[config.mk]
export PLATFORM = sky130hd
export DESIGN_NAME = rca_byte_serial_ctrl
export DESIGN_NICKNAME = d
export VERILOG_FILES = /design/src/rtl/rca_byte_serial_ctrl.sv
export SDC_FILE = /design/constraint.sdc
export NUM_CORES = 1
export LEC_CHECK = 0
export ABC_AREA = 0
export BUFFER_PORTS_ARGS = -buffer_cell sky130_fd_sc_hd__buf_4
export CAP_MARGIN = 20
export CORE_UTILIZATION = 30
export DETAILED_ROUTE_END_ITERATION = 10
export PLACE_DENSITY_LB_ADDON = 0.25
export SYNTH_ARGS = -nofsm -noshare
export SYNTH_HDL_FRONTEND = slang
export SYNTH_SLANG_ARGS = --single-unit
[constraint.sdc]
create_clock -name clk -period 4.3 [get_ports clk]
set_input_delay 0.215 -clock clk [delete_from_list [all_inputs] [get_ports clk]]
set_output_delay 0.215 -clock clk [all_outputs]
set_load 0.03 [all_outputs]
[src/rtl/rca_byte_serial_ctrl.sv]
// Byte-serial adder/subtractor: one shared 8-bit ripple-carry adder processes an
// NBYTES-wide operand pair LSB byte first, chaining the carry through a register.
`timescale 1ns/1ps

module rca8 (
    input  logic [7:0] a,
    input  logic [7:0] b,
    input  logic       ci,
    output logic [7:0] s,
    output logic       co
);
    always_comb begin
        logic c;
        s = '0;
        c = ci;
        for (int i = 0; i < 8; i++) begin
            s[i] = a[i] ^ b[i] ^ c;
            c    = (a[i] & b[i]) | (c & (a[i] ^ b[i]));
        end
        co = c;
    end
endmodule

module rca_byte_serial_ctrl #(
    parameter int NBYTES = 4
) (
    input  logic                  clk,
    input  logic                  rst,
    input  logic                  start,
    input  logic                  sub,
    input  logic                  cin,
    input  logic [8*NBYTES-1:0]   a,
    input  logic [8*NBYTES-1:0]   b,
    output logic                  busy,
    output logic                  done,
    output logic [8*NBYTES-1:0]   sum,
    output logic                  cout,
    output logic                  ovf
);
    localparam int W     = 8 * NBYTES;
    localparam int IDX_W = $clog2(NBYTES);
    localparam logic [IDX_W-1:0] LAST = IDX_W'(NBYTES - 1);

    typedef enum logic [1:0] {IDLE, RUN, DONE} state_t;

    state_t           state;
    logic [IDX_W-1:0] idx;
    logic             carry;
    logic [W-1:0]     opa;
    logic [W-1:0]     opb;
    logic [7:0]       rca_a;
    logic [7:0]       rca_b;
    logic [7:0]       rca_s;
    logic             rca_co;
    logic             accept;

    assign accept = (state == IDLE) && start;
    assign rca_a  = opa[{idx, 3'b000} +: 8];
    assign rca_b  = opb[{idx, 3'b000} +: 8];

    rca8 u_rca (
        .a  (rca_a),
        .b  (rca_b),
        .ci (carry),
        .s  (rca_s),
        .co (rca_co)
    );

    // Operand latches are pure data: loaded only on acceptance, never reset.
    always_ff @(posedge clk) begin
        if (accept) begin
            opa <= a;
            opb <= sub ? ~b : b;
        end
    end

    always_ff @(posedge clk or posedge rst) begin
        if (rst) begin
            state <= IDLE;
            idx   <= '0;
            carry <= 1'b0;
            busy  <= 1'b0;
            done  <= 1'b0;
            sum   <= '0;
            cout  <= 1'b0;
            ovf   <= 1'b0;
        end else begin
            done <= 1'b0;
            case (state)
                IDLE: begin
                    if (start) begin
                        state <= RUN;
                        busy  <= 1'b1;
                        carry <= sub ? 1'b1 : cin;
                        idx   <= '0;
                        sum   <= '0;
                        cout  <= 1'b0;
                        ovf   <= 1'b0;
                    end
                end
                RUN: begin
                    sum[{idx, 3'b000} +: 8] <= rca_s;
                    carry                   <= rca_co;
                    if (idx == LAST) begin
                        // idx parks at 0 so it never leaves 0..NBYTES-1 for non-power-of-2 sizes.
                        state <= DONE;
                        busy  <= 1'b0;
                        done  <= 1'b1;
                        idx   <= '0;
                        cout  <= rca_co;
                        ovf   <= (opa[W-1] == opb[W-1]) && (rca_s[7] != opa[W-1]);
                    end else begin
                        idx <= idx + 1'b1;
                    end
                end
                DONE: begin
                    state <= IDLE;
                end
                default: begin
                    state <= IDLE;
                    busy  <= 1'b0;
                end
            endcase
        end
    end
endmodule

### Word level (Yosys, flattened, before mapping)

Index checks and enable logic that the tools add are counted.

| storage, ports and cells | value |
|---|---|
| register bits | 105 |
| bits of input ports | 69 |
| output and inout port bits | 36 |
| word-level logic and storage cells | 96 |

| cells by class | value |
|---|---|
| add/sub/neg operators | 2 |
| equality and inequality tests | 7 |
| shifts and indexed selects | 4 |
| mux-type cells | 23 |
| bitwise logic cells | 42 |
| reduce and logical (&&, ||, !) cells | 8 |

Operators with widths:

| kind | count |
|---|---|
| two-way mux 32 bit | 2 |
| case mux 32 bit (2 select lines) | 1 |
| variable part select 32 x 6 -> 8 bit | 2 |
| bitwise mux 32 bit | 1 |
| inverter 32 bit | 1 |
| variable shift 8 x 7 -> 32 bit, first input constant | 1 |
| variable part select 8 x 7 -> 32 bit | 1 |
| AND 1 bit | 16 |
| XOR 1 bit | 16 |
| two-way mux 1 bit | 9 |
| two-way mux 2 bit | 4 |
| bitwise OR 1 bit | 8 |
| case mux 2 bit (2 select lines) | 2 |
| negator 5 -> 7 bit | 1 |
| case mux 1 bit (2 select lines) | 3 |
| AND reduction 3 bit | 2 |
| equality test 2 bit, second input constant | 2 |
| inequality test 2 bit, second input constant | 2 |
| AND reduction 2 bit | 2 |
| case mux 1 bit (3 select lines) | 1 |
| adder 2 x 1 -> 2 bit, second input constant | 1 |
| equality test 2 x 1 -> 1 bit, second input constant | 1 |
| logical AND 1 bit | 2 |
| logical NOT 2 bit | 1 |
| other kinds (4) | 4 |

### Logic depth before layout (Yosys ltp)

| logic depth | value |
|---|---|
| word-level depth | 21 |
| mapped depth | 17 |
| mapped depth without buffers | 16 |

### Hierarchy

A second synthesis with hierarchy kept.

| second synthesis, totals | value |
|---|---|
| cell total of the unflattened synthesis | 266 |
| area total of the unflattened synthesis | 4,563.1 um2 |

By module, submodules not included:

| module | instances | cells an instance | area each (um2) | sequential area each (um2) |
|---|---|---|---|---|
| rca_byte_serial_ctrl | 1 | 248 | 4,365.4 | 2,947.8 |
| rca8 | 1 | 18 | 197.7 | 0.0 |

### Worst setup path after synthesis

Ideal clock, no wire load.

| timing | value |
|---|---|
| path type | register -> register |
| from | register idx[0] |
| to | register ovf |
| library setup time | 121 ps |
| arrival time | 4,345 ps |
| data required time | 4,179 ps |
| slack | -166 ps |
| stages on the path, launching flop included | 18 |
| path buffers | 1 |
| period minus slack after synthesis | 4,466 ps |
| path through | dfrtp_1 -> buf_2 -> mux4_2 -> inv_1 -> fa_1 -> fa_1 -> fa_1 -> fa_1 -> fa_1 -> inv_1 -> fa_1 -> inv_1 -> fa_1 -> inv_1 -> fa_1 -> nand2b_1 -> o21ai_0 -> a22o_1 |

| between the ends | value |
|---|---|
| cells in the longest elaborated chain, start to end | 21 |
| elaborated cells between the ends (all ways) | 39 |
| classes of those cells | 3 x eq/ne; 2 x shift; 2 x mux; 30 x bitwise; 2 x reduce/logical |

Ends and longest elaborated chain:

| element | RTL line | text |
|---|---|---|
| start: declaration | 47 | `logic [IDX_W-1:0] idx;` |
| start signal: assignment | 113 | `idx <= idx + 1'b1;` |
| variable part select 32 x 6 -> 8 bit, on equally long branches | 58, 59 |  |
| XOR 1 bit | 18 | `c = (a[i] & b[i]) \| (c & (a[i] ^ b[i]));` |
| AND 1 bit | 18 |  |
| bitwise OR 1 bit | 18 |  |
| AND 1 bit | 18 |  |
| bitwise OR 1 bit | 18 |  |
| AND 1 bit | 18 |  |
| bitwise OR 1 bit | 18 |  |
| [... 5 more ...] | -- |  |
| bitwise OR 1 bit | 18 |  |
| AND 1 bit | 18 |  |
| bitwise OR 1 bit | 18 |  |
| XOR 1 bit | 17 | `s[i] = a[i] ^ b[i] ^ c;` |
| inequality test 1 bit | 111 | `ovf <= (opa[W-1] == opb[W-1]) && (rca_s[7] != opa[W-1]);` |
| logical AND 1 bit | 111 |  |
| two-way mux 1 bit | 104 | `if (idx == LAST) begin` |
| case mux 1 bit (2 select lines) | 89 | `case (state)` |
| end signal: assignment | 111 |  |
| end: declaration | 38 | `output logic ovf` |

Parallel ways exist; a longest one is shown, timed or not. The select of a mux whose other input is x is not followed.
A chain may end at the register's enable or synchronous reset.

### Worst setup path in the final report

Same ends and word-level chain as after synthesis.

==> out/qor.yml <==
run_status:
  status: "complete, but fails checks"
  violations: "hold timing"
power:
  cellPowerDensity_nw_per_um2: 715
  power.leakage_nw: 2.47
  p_total_mw: 4.17
  vdd_drop_max_uv: 291
placed_design:
  place.gp.congestion: 0.762
  hpwl_um: 6940
  io_buffer_count: 104
  post-place-ws_ns: -0.0217
sta:
  fin_crit_ns: 4.20
  rsz0062_at_grt: "yes"
  finalHoldViolCount: 1
  period_share: 0.977
  fin_setup_tns_ns: 0
  holdWs_ns: -0.000296
  setup_viol: 0
  clock_skew_ns: 0.00868
  max_freq_mhz: 238
  worst_pin_slew_ns: 0.593
  slew_headroom: 0.605
  setup_ws_ns: 0.0975
  maxSlewViolCount: 0
global_route:
  grt_pass1_wl_um: 15000
  grt_usage: 0.127
  grt_pass1_vias: 2765
  grt_max_degree: 49
  grt_overflow: 0
  antenna_found_initial: 0
synthesis:
  ys_seq_area_frac: 0.656
  synthXorXnorAreaFrac: 0.0623
  synth_fa_ha_area_frac: 0.0467
  synth-simple-area-share: 0.0289
  synth_cells: 279
  synth_area_um2: 4500
  synth_top_family_by_area: "compound AO/OA/AOI/OAI gates"
  ys_ff_latch: 105
  syn_avg_cell_area_um2: 16.1
  synth.distinct_cells: 31
  syn_nets: 360
  ys_warn_count: 0
  synth.area.mux_share: 0.0801
  synth_compound_area_frac: 0.0865
clock_tree:
  clk_latency_ns: 0.35
  cts-root-buf: "clkbuf_16"
  cts_tree: "done"
  cts.sinks: 105
  cts_inserted_buffers: 9
  clk_pin_slew_ns: 0.07
  clock_path_buffers: 2
  htree_levels: 3
route:
  first_iter_violations: 120
  routed_via_density: 4.54
  ant_nets: 0
  dr.pass1.iters: 4
  vias: 2619
  drc_errors: 0
  drt-total-wl_um: 9360
  wl_per_cell_um: 16.2
setup_path:
  setup.worst_path.end: "ovf"
  r2r_start: "idx[0]"
  reg2reg_setup_slack_ns: 0.1
  crit_start: "idx[0]"
  cp-end-kind: "flip-flop"
  arrival_ns: 4.49
  startpoint_type: "flip-flop"
  crit_path_max_fanout: 4
  crit_type: "reg -> reg"
  timing.rr.end: "ovf"
  r2r_cells: 16
  required_ns: 4.59
floorplan:
  ios: 105
  die-area_um2: 15500
  start_util: 0.308
  core.rowCount: 44
  fp.coreArea_um2: 14600
  fp.dieW_um: 124
  fp.dieH_um: 124
cells_and_area:
  n_fill_cell: 1370
  final_layout_size_suffix_gt1_frac: 0.397
  final_cell_mix: "113 x buf_4, 64 x edfxtp_1, 40 x dfrtp_1, 32 x xor2_1, 27 x o2bb2ai_1"
  area_delta_synth_final_pct: 29.6
  layout_commonest_cell: "buf_4"
  nets: 469
  insertedDiodeCount: 0
flow_run:
  max-cap-violations: 0
worst_hold_path:
  hp-class: "in -> async"
cells in the mapped netlist:
library cell   n  share of area
nor3_1         2         0.0022
and3_1         1         0.0014
inv_1         28          0.023
a32o_1         1         0.0022
and4_1         1         0.0019
nand2_1        7         0.0058
dfrtp_1       41           0.23
nand2b_1       3         0.0042
nor3b_1        1         0.0017
nor2_1         1        0.00083
edfxtp_1      64           0.43
or3b_1         1         0.0019
a22oi_1        1         0.0017
a21oi_1        1         0.0011
a21o_1         5         0.0083
buf_4          1         0.0017
o21bai_1       1         0.0017
mux4_2        16          0.080
nand3_1        1         0.0011
xor2_1        32          0.062
o2bb2ai_1     27          0.053
o21ai_0        3         0.0033
buf_2          8         0.0089
nand3b_1       2         0.0033
ha_1           4          0.011
or3_1          2         0.0028
clkbuf_1       7         0.0058
fa_1           8          0.036
or4_1          1         0.0017
o32ai_1        1         0.0019
a22o_1         7          0.014
sequential cells by signal, summed over array words and instances (netlist names):
signal  cells
cout        1
opa        32
done        1
state       2
sum        32
carry       1
opb        32
idx         2
busy        1
ovf         1
where the power goes:
part | switching [mW] | total (mW) | internal (mW)
Combinational | 1.07 | 1.89 | 0.823
Clock | 0.353 | 0.804 | 0.450
Sequential | 0.127 | 1.47 | 1.35
Total | 1.55 | 4.17 | 2.62
worst max-delay path: stages (launching register included):
cell and delay (ns):
dfrtp_2 0.45, mux4_2 0.36, inv_2 0.04, fa_2 0.35
fa_2 0.35, fa_2 0.37, fa_2 0.38, fa_2 0.34
inv_2 0.06, fa_2 0.18, inv_2 0.04, fa_2 0.33
inv_2 0.06, fa_1 0.44, nand3b_1 0.17, o21ai_1 0.08
a22o_1 0.13
per-stage QoR:
step           hold WS, ns  utilization  std cells  cell area (um^2)
2_1_floorplan        0.314            -        279              4510
5_1_grt             0.0268        0.399        577              5830
4_1_cts            0.00748        0.399        577              5820
3_5_place_dp         0.378        0.378        559              5510
3_3_place_gp         0.373        0.378        559              5510
6_report         -0.000296        0.399        577              5830
metal layers:
layer  routed length, um  up-vias  GRT usage
li1                    -     1238          -
met1                4140     1291      0.163
met2                4560       79      0.201
met3                 477       11     0.0305
met4                 182        0     0.0638
met5                   0        -          0
how the worst min path moves through the flow:
stage	start	to	slack [ns]
2_1_floorplan	a[0]	opa[0]	0.31
3_3_place_gp	rst	done	0.37
3_5_place_dp	rst	done	0.38
4_1_cts	rst	carry	0.007
5_1_grt	a[2]	opa[2]	0.03
6_report	rst	done	-0.0003
logic make-up after synthesis:
family | Yosys count
AO/OA/AOI/OAI | 47
AND/OR/NAND/NOR | 23
XOR/XNOR | 32
adder cells (fa/ha/maj) | 12
multiplexers | 16
flip-flops | 105
buffers and inverters | 44
timing repair:
item / CTS / global route
pin swaps: 0 / 9
endpoints found under the hold margin: 0 / 0
gates resized for setup: 1 / 9
buffers inserted: 2 / 0
endpoints found under the setup margin: 4 / 5
hold buffers: 0 / 0
cell type report:
class / instances / area, um^2 / share of cell area
multi-input cells: 130 / 1400 / 0.239
repair buffers: 114 / 860 / 0.148
clock inverters: 5 / 55.1 / 0.00945
clock buffers: 11 / 233 / 0.0399
well taps: 184 / 230 / 0.0395
flip-flops and latches: 105 / 2950 / 0.506
inverters: 28 / 105 / 0.0180
No activity file was read; power rests on OpenSTA's default activity.
